[config.mk]
export PLATFORM = sky130hd
export DESIGN_NAME = instr_fetch
export DESIGN_NICKNAME = d
export VERILOG_FILES = /design/src/rtl/fetch_pkg.sv /design/src/rtl/fetch_fifo.sv /design/src/rtl/instr_fetch.sv
export SDC_FILE = /design/constraint.sdc
export NUM_CORES = 1
export LEC_CHECK = 0
export BUFFER_PORTS_ARGS = -buffer_cell sky130_fd_sc_hd__clkbuf_2
export CAP_MARGIN = 20
export CORE_ASPECT_RATIO = 0.6
export CORE_UTILIZATION = 48
export CTS_CLUSTER_SIZE = 8
export DETAILED_ROUTE_END_ITERATION = 12
export HOLD_SLACK_MARGIN = 0.12
export MAX_ROUTING_LAYER = met4
export PLACE_DENSITY = 0.83
export SLEW_MARGIN = 0
export SYNTH_ARGS = -nofsm -noshare
export SYNTH_HDL_FRONTEND = slang
export SYNTH_SLANG_ARGS = --single-unit
export TNS_END_PERCENT = 1
[constraint.sdc]
create_clock -name clk -period 11.4 [get_ports clk]
set_input_delay 1.14 -clock clk [delete_from_list [all_inputs] [get_ports clk]]
set_output_delay 1.14 -clock clk [all_outputs]
set_load 0.01 [all_outputs]
[src/rtl/fetch_pkg.sv]
// Shared fetch-side types: next-PC select encoding, fetch FSM states
// and the instruction buffer entry layout.
package fetch_pkg;

  typedef enum logic [1:0] {
    PC_SEQ    = 2'b00,
    PC_BRANCH = 2'b01,
    PC_JALR   = 2'b10
  } pcsrc_e;

  typedef enum logic [1:0] {
    F_IDLE = 2'b00,
    F_WAIT = 2'b01,
    F_DROP = 2'b10
  } fetch_state_e;

  localparam logic [31:0] DEFAULT_RESET_PC = 32'h0000_0000;

  typedef struct packed {
    logic [31:0] instr;
    logic [31:0] pc;
  } fetch_entry_t;

endpackage

[src/rtl/fetch_fifo.sv]
// Small instruction buffer holding {instr, pc} pairs in fetch order.
// Power-of-two depth, so the pointers wrap naturally.
module fetch_fifo
  import fetch_pkg::*;
#(
  parameter  int DEPTH = 2,
  localparam int PW    = $clog2(DEPTH),
  localparam int CW    = $clog2(DEPTH + 1)
) (
  input  logic          clk,
  input  logic          rst_n,
  input  logic          push,
  input  logic          pop,
  input  logic          flush,
  input  fetch_entry_t  din,
  output fetch_entry_t  dout,
  output logic          full,
  output logic          empty,
  output logic [CW-1:0] count
);

  fetch_entry_t mem [DEPTH];

  logic [PW-1:0] wr_ptr;
  logic [PW-1:0] rd_ptr;
  logic          do_push;
  logic          do_pop;

  assign full    = (count == CW'(DEPTH));
  assign empty   = (count == '0);
  assign do_push = push & ~full & ~flush;
  assign do_pop  = pop & ~empty & ~flush;
  assign dout    = mem[rd_ptr];

  always_ff @(posedge clk) begin
    if (do_push) begin
      mem[wr_ptr] <= din;
    end
  end

  always_ff @(posedge clk or negedge rst_n) begin
    if (!rst_n) begin
      wr_ptr <= '0;
      rd_ptr <= '0;
      count  <= '0;
    end else if (flush) begin
      wr_ptr <= '0;
      rd_ptr <= '0;
      count  <= '0;
    end else begin
      if (do_push) begin
        wr_ptr <= wr_ptr + PW'(1);
      end
      if (do_pop) begin
        rd_ptr <= rd_ptr + PW'(1);
      end
      unique case ({do_push, do_pop})
        2'b10:   count <= count + CW'(1);
        2'b01:   count <= count - CW'(1);
        default: ;
      endcase
    end
  end

endmodule

[src/rtl/instr_fetch.sv]
// Instruction fetch: one-outstanding memory requester feeding a small
// buffer, with redirect handling for taken branches, JAL and JALR.
module instr_fetch
  import fetch_pkg::*;
#(
  parameter logic [31:0] RESET_PC = DEFAULT_RESET_PC,
  parameter int          DEPTH    = 2
) (
  input  logic        clk,
  input  logic        nReset,
  output logic        IMemReq,
  output logic [31:0] IMemAddr,
  input  logic        IMemGnt,
  input  logic        IMemRValid,
  input  logic [31:0] IMemRData,
  output logic [31:0] Instr,
  output logic [31:0] PC,
  output logic [31:0] PCPlus4,
  output logic        InstrValid,
  input  logic        InstrReady,
  input  logic [1:0]  PCSrc,
  input  logic [31:0] ImmExt,
  input  logic [31:0] ALUResult
);

  localparam int CW = $clog2(DEPTH + 1);

  fetch_state_e state;
  fetch_state_e state_nxt;

  logic [31:0]  fetch_pc;
  logic [31:0]  fetch_pc_nxt;
  logic [31:0]  target;
  logic         redir_sel;
  logic         redirect;
  logic         grant;
  logic         push;
  logic         pop;
  logic         full;
  logic         empty;
  logic [CW-1:0] count;
  logic [CW:0]  occ;
  logic         in_wait;
  fetch_entry_t head;
  fetch_entry_t wr_entry;

  always_comb begin
    redir_sel = 1'b0;
    target    = fetch_pc;
    unique case (1'b1)
      (PCSrc == PC_BRANCH): begin
        redir_sel = 1'b1;
        target    = PC + ImmExt;
      end
      (PCSrc == PC_JALR): begin
        redir_sel = 1'b1;
        target    = ALUResult;
      end
      default: ;
    endcase
    target[1:0] = 2'b00;
  end

  assign redirect = InstrValid & InstrReady & redir_sel;
  assign in_wait  = (state == F_WAIT);

  // A response landing this cycle still occupies a slot; pops are not credited.
  assign occ = {1'b0, count} + (CW+1)'(in_wait);

  assign IMemReq = nReset & ~redirect
                 & ((state == F_IDLE) | (in_wait & IMemRValid))
                 & (occ < (CW+1)'(DEPTH));

  assign IMemAddr = fetch_pc;
  assign grant    = IMemReq & IMemGnt;
  assign push     = in_wait & IMemRValid & ~redirect & ~full;
  assign pop      = InstrValid & InstrReady & ~redirect;

  // The outstanding request always targets the word before fetch_pc.
  assign wr_entry = '{instr: IMemRData, pc: fetch_pc - 32'd4};

  fetch_fifo #(
    .DEPTH (DEPTH)
  ) u_fifo (
    .clk   (clk),
    .rst_n (nReset),
    .push  (push),
    .pop   (pop),
    .flush (redirect),
    .din   (wr_entry),
    .dout  (head),
    .full  (full),
    .empty (empty),
    .count (count)
  );

  assign InstrValid = ~empty;
  assign Instr      = empty ? '0 : head.instr;
  assign PC         = empty ? '0 : head.pc;
  assign PCPlus4    = PC + 32'd4;

  always_comb begin
    state_nxt = state;
    unique case (state)
      F_IDLE: begin
        if (grant) state_nxt = F_WAIT;
      end
      F_WAIT: begin
        if (redirect) begin
          state_nxt = IMemRValid ? F_IDLE : F_DROP;
        end else if (IMemRValid && !grant) begin
          state_nxt = F_IDLE;
        end
      end
      F_DROP: begin
        if (IMemRValid) state_nxt = F_IDLE;
      end
      default: state_nxt = F_IDLE;
    endcase
  end

  always_comb begin
    fetch_pc_nxt = fetch_pc;
    if (redirect) begin
      fetch_pc_nxt = target;
    end else if (grant) begin
      fetch_pc_nxt = fetch_pc + 32'd4;
    end
  end

  always_ff @(posedge clk or negedge nReset) begin
    if (!nReset) begin
      state    <= F_IDLE;
      fetch_pc <= RESET_PC;
    end else begin
      state    <= state_nxt;
      fetch_pc <= fetch_pc_nxt;
    end
  end

endmodule

# [Word level (Yosys, flattened, before mapping)]
# Memory sizes are Yosys's and may differ from the RTL's.
# Index checks and enable logic that the tools add are counted.
[totals] register_bits=38 ramBits=128 inputBits=103 out_inout_bits=130 elab_cells=77 n_memories=1
[classes] addsub=9 order_cmp=1 eq_ne=11 n_mux=20 bitwise_logic=18 reduce_logical=11
[memory_table] name="u_fifo.mem" depth=2 width=64 read_ports=1 rd_ports_with_merged_regs=0 wr=1 line="fetch_fifo.sv:22" rtl="fetch_entry_t mem [DEPTH];"
[ops] cell="$mux 32" count=4
[ops] cell="$add 32x3->32 const B" count=2
[ops] cell="$pmux 32 s2" count=1
[ops] cell="$add 32x32->32" count=1
[ops] cell="$sub 32x3->32 const B" count=1
[ops] cell="$and 1x1->1" count=14
[ops] cell="$mux 2" count=6
[ops] cell="$eq 2x2->1 const B" count=4
[ops] cell="$mux 1" count=7
[ops] cell="$eq 2x1->1 const B" count=3
[ops] cell="$pmux 2 s3" count=1
[ops] cell="$reduce_bool 2->1" count=3
[ops] cell="$logic_not 2->1" count=2
[ops] cell="$ne 2x2->1 const B" count=2
[ops] cell="$pmux 2 s2" count=1
[ops] cell="$add 2x1->3" count=1
[ops] cell="$lt 3x2->1 const B" count=1
[ops] cell="$ne 3x1->1 const B" count=1
[ops] cell="$ne 3x3->1 const B" count=1
[ops] cell="$not 1->1" count=3
[ops] cell="$reduce_and 3->1" count=1
[ops] cell="$reduce_bool 3->1" count=1
[ops] cell="$add 1x1->1 const B" count=2
[ops] cell="$add 2x1->2 const B" count=1
[ops] cell="other kinds (6)" count=6

# [Depth between registers and ports, before layout]
[logic_depth] word_depth=14 ltp_mapped=19 mapped_depth_nobuf=14

# [Hierarchy]
# From an unflattened synthesis, not the netlist that was laid out.
[unflattened] cells_unflattened=1180 area_unflattened_um2=11414.7
[modules_own_cells] mod="instr_fetch" n_inst=1 cells_per_inst=956 area_each_um2=6596.3 seq_area_each_um2=800.8
[modules_own_cells] mod="fetch_fifo" n_inst=1 cells_per_inst=224 area_each_um2=4818.4 seq_area_each_um2=3943.8

# [Worst setup path before layout]
# OpenSTA, ideal clock, no wires.
[synth_timing] kind="register -> register" start="register u_fifo.count[1]" end="memory u_fifo.mem[0][10] (netlist name), enable pin" setup_ns=0.482 t_arrival_ns=4.852 required_ns=10.918 setup_slack_ns=6.066 stages_incl_launch_ff=11 path_buffers=6 synth_period_minus_slack_ns=5.334 path_cell_list="dfrtp_1 -> buf_2 -> nor2_2 -> buf_2 -> buf_1 -> buf_2 -> or3_1 -> clkbuf_1 -> clkbuf_1 -> nand2_1 -> nor2_1"
[synth_between] elab_chain_len=11 elab_cells_between_ends=13 cone_classes="eq/ne (1); mux (2); bitwise (9); reduce/logical (1)"
[synth_lines] element="from (decl)" line="fetch_fifo.sv:19" rtl="output logic [CW-1:0] count"
[synth_lines] element="from (signal assigned)" line="fetch_fifo.sv:58" rtl="2'b10: count <= count + CW'(1);"
[synth_lines] element="from (signal assigned)" line="fetch_fifo.sv:59" rtl="2'b01: count <= count - CW'(1);"
[synth_lines] element="$logic_not 2->1" line="fetch_fifo.sv:30" rtl="assign empty = (count == '0);"
[synth_lines] element="$not 1->1" line="instr_fetch.sv:97" rtl="assign InstrValid = ~empty;"
[synth_lines] element="$and 1x1->1 (2 in series)" line="instr_fetch.sv:64" rtl="assign redirect = InstrValid & InstrReady & redir_sel;"
[synth_lines] element="$not 1->1" line="fetch_fifo.sv:31, instr_fetch.sv:76"
[synth_lines] element="$and 1x1->1 (2 in series)" line="instr_fetch.sv:76" rtl="assign push = in_wait & IMemRValid & ~redirect & ~full;"
[synth_lines] element="$and 1x1->1" line="fetch_fifo.sv:31" rtl="assign do_push = push & ~full & ~flush;"
[synth_lines] element="$and 1x1->1 *" line="fetch_fifo.sv:31"
[synth_lines] element="$mux 1 *" line="fetch_fifo.sv:36" rtl="if (do_push) begin"
[synth_lines] element="$mux 1 (implied by the code) *" line="fetch_fifo.sv:37" rtl="mem[wr_ptr] <= din;"
[synth_lines] element="to (decl)" line="fetch_fifo.sv:22"
# Mark *: on every way between the ends. The rest lies on a longest branch, timed or not.

# [Worst setup path after layout]
[layout_timing] start="register u_fifo.rd_ptr" end="output PCPlus4[30]"
[layout_between] elab_chain_len=3
[layout_lines] element="from (decl)" line="fetch_fifo.sv:25" rtl="logic [PW-1:0] rd_ptr;"
[layout_lines] element="from (signal assigned)" line="fetch_fifo.sv:55" rtl="rd_ptr <= rd_ptr + PW'(1);"
[layout_lines] element="$mem_v2 2x64"
[layout_lines] element="$mux 32" line="instr_fetch.sv:99" rtl="assign PC = empty ? '0 : head.pc;"
[layout_lines] element="$add 32x3->32" line="instr_fetch.sv:100" rtl="assign PCPlus4 = PC + 32'd4;"
[layout_lines] element="to (decl)" line="instr_fetch.sv:18" rtl="output logic [31:0] PCPlus4,"
# No other way between the ends.

==> impl_metrics.yaml <==
clocking:
  htreeDepth: 4
  cts_tree: "built"
  cts_buffer_depth: 2
  cts_root_buffer: "clkbuf_16"
  clk_latency_ns: 0.43
  cts_inserted_buffers: 17
  hold_buffers: 0
  post_cts_resized: 0
  clk_pin_slew_ns: 0.07
  cts_setup_buffers: 0
  clock-sinks: 160
hold_path:
  hold_path_end: "state[0]$_DFFE_PN0P_"
  min-delay-path-class: "flip-flop to flip-flop"
  hold_depth: 1
  hp-start: "state[1]$_DFFE_PN0P_"
final_layout:
  multi_input_area_um2: 4893
  drive_above_1_share_pct: 25.89
  area_delta_synth_final_pct: 19.48
  final_cells: 1448
  ff_latch_area_um2: 4628
  fillers: 1726
  final_nets: 1288
critical_path:
  cp.arrival_ns: 4.90
  path_class: "flip-flop to primary output"
  rr_endpoint: "IMemAddr[24]$_DFFE_PN0P_"
  path_cells: "buf_4 -> mux2i_1 -> nor4_2 -> and3_4 -> nand4_4 -> or3_4 -> or4_4 -> nor3_4 -> nand3_2 -> nor3_1 -> xor2_1 -> clkbuf_2"
  critPathLaunchType: "flip-flop"
  crit_fanout: 63
  reg2reg_from: "u_fifo.rd_ptr$_DFFE_PN0P_"
  rr_worst_depth: 14
  crit_slowest_cell: "buf_4"
  crit_path_end_kind: "primary output"
  path_delay_family: "simple AND/OR/NAND/NOR gates"
  worst-path-buf-inv: 2
  cp_data_required_time_ns: 10.26
  cpPeakStageDelay_ns: 0.84
  r2r_slack_ns: 6.47
sta:
  finalSetupTns_ns: 0
  tightestPinTransition_ns: 1.083
  finalSetupViolCount: 0
  drv_slew: 0
  rsz0062_at_grt: "false"
  skew_ns: 0.01009
  hold_violations: 0
  fmax_mhz: 165.5
  fin_crit_sh_pct: 52.99
  min_period_ns: 6.041
  slew_headroom_pct: 27.83
synthesis:
  synth_edf_count: 124
  ys.flop_type: "edfxtp_1"
  syn_area_um2: 9867
  ys_seq_area_share_pct: 46.87
  ys_ff_latch: 160
  async_flop_share_pct: 22.50
  synth_cell_types: 73
  avgSynthCellArea_um2: 10.21
  synth_top_cell_area_share_pct: 37.74
  syn_inst: 966
  yosys_warnings: 0
  synth_area_leader_cell: "edfxtp_1"
  synthTopCellsByArea: "edfxtp_1 38%, dfrtp_1 9.1%, mux2i_1 5.9%"
power:
  leakagePower_nw: 4.764
  ir_drop_mv: 0.1285
  power_mw: 2.674
  power_density_nw_per_um2: 226.9
global_route:
  antenna_found_initial: 1
  grt_max_degree: 67
  grt_pass1_wl_um: 43640
  grt_pass1_vias: 7764
  track_usage_pct: 28.02
  grt-ovfl-total: 0
drt:
  routed-via-count: 8480
  drc: 0
  drt_iter0_drc: 1051
  first_pass_iters: 6
  ant_nets: 0
  finalWirelength_um: 28560
  post_drt_wl_per_cell_um: 19.72
  vias_per_cell: 5.856
place:
  place.gp.congestion: 0.9219
  dpl.cell_count: 1412
  dp_hpwl_um: 20700
  port_buffers: 223
floorplanning:
  core-area_um2: 20070
  die_w_um: 187.1
  fp.dieH_um: 113.1
  die_area_um2: 21150
  rows: 40
  ios: 233
  start_util_pct: 49.16
flow_run:
  maxCapViolCount: 0
status:
  status: "finished, final reports clean"
## synth_stat cells (all sizes together), types with 9 or more instances
library cell  instances
nor2                125
edfxtp              124
mux2i                58
xnor2                57
nand2                53
a21oi                52
xor2                 39
clkbuf               36
dfrtp                36
o21ai                36
nor3                 31
buf                  29
ha                   24
a221oi               22
inv                  22
nand3                22
a31oi                20
a21o                 11
and3                 11
nand4                11
and2                 10
nor4                 10
or3                   9
## final cells by class
cell class,instances,share of cell area [%]
diodes,1,0.02123
clock buffers,17,3.609
clock inverters,15,1.645
inverters,22,0.7005
multi-input cells,725,41.51
flip-flops and latches,160,39.26
well taps,273,2.897
repair buffers,235,10.36
## worst max-delay path by stage
stage / end / slack [ns] / cells after the start / startpoint
after floorplan: u_fifo.mem[0][10]$_DFFE_PP_ / 6.07 / 10 / u_fifo.count[1]$_DFFE_PN0P_
after global placement: PCPlus4[30] / 5.82 / 12 / u_fifo.rd_ptr$_DFFE_PN0P_
after detailed placement: PCPlus4[30] / 5.77 / 12 / u_fifo.rd_ptr$_DFFE_PN0P_
after CTS: PCPlus4[30] / 5.30 / 12 / u_fifo.rd_ptr$_DFFE_PN0P_
after global routing: PCPlus4[30] / 5.08 / 12 / u_fifo.rd_ptr$_DFFE_PN0P_
final: PCPlus4[30] / 5.36 / 12 / u_fifo.rd_ptr$_DFFE_PN0P_
## sequential cells by signal, summed over array words and instances, names as in the netlist
| signal | count |
|---|---|
| u_fifo.wr_ptr | 1 |
| u_fifo.count | 2 |
| IMemAddr | 30 |
| u_fifo.mem | 124 |
| state | 2 |
| u_fifo.rd_ptr | 1 |
## through the flow
step                      setup slack, ns  area, um2  utilization (%)  hold WS [ns]
after detailed placement            5.774      11130            55.46        0.4981
after floorplan                     6.066       9889                -        0.4563
final                               5.359      11790            58.74        0.5119
after global placement              5.819      11130            55.46        0.4764
after CTS                           5.300      11750            58.54        0.5081
after global routing                5.078      11790            58.74        0.5491
## power by group
group          switching, mW  leakage, nW  internal (mW)  total [mW]
Sequential             0.147         1.57          0.776       0.923
Combinational          0.715         2.90          0.439        1.15
Clock                  0.232        0.292          0.364       0.597
## per-layer routing
| metal | routed length (um) | global-route usage (%) | up-vias |
|---|---|---|---|
| met4 | 352 | 6.448 | 0 |
| met1 | 12930 | 39.52 | 4006 |
| li1 | - | - | 3979 |
| met3 | 3313 | 9.119 | 33 |
| met5 | 0 | - | - |
| met2 | 11960 | 38.76 | 462 |
## cells by family after synthesis
| logic type | synth area share [%] |
|---|---|
| buffers and inverters | 3.931 |
| and+or+nand+nor | 16.00 |
| muxes | 6.683 |
| xor gates and xnor gates | 8.521 |
| adders and majority gates | 3.551 |
| other | 0.03801 |
| DFF | 46.87 |
| AOI/OAI and AO/OA | 14.41 |
## cell usage in the layout, fill, tap and decap left out, types with 20 or more instances in the layout
cell type / Yosys / layout
nor3_1: 29 / 29
clkbuf_2: 0 / 223
xnor2_1: 57 / 57
mux2i_1: 58 / 58
a31oi_1: 20 / 20
nand2_1: 53 / 53
a221oi_1: 22 / 22
o21ai_0: 35 / 35
inv_1: 21 / 21
nand3_1: 21 / 21
a21oi_1: 52 / 52
ha_1: 24 / 24
dfrtp_1: 36 / 35
xor2_1: 39 / 39
nor2_1: 121 / 119
edfxtp_1: 124 / 124
Note: power is estimated with default switching activity, not from simulation.
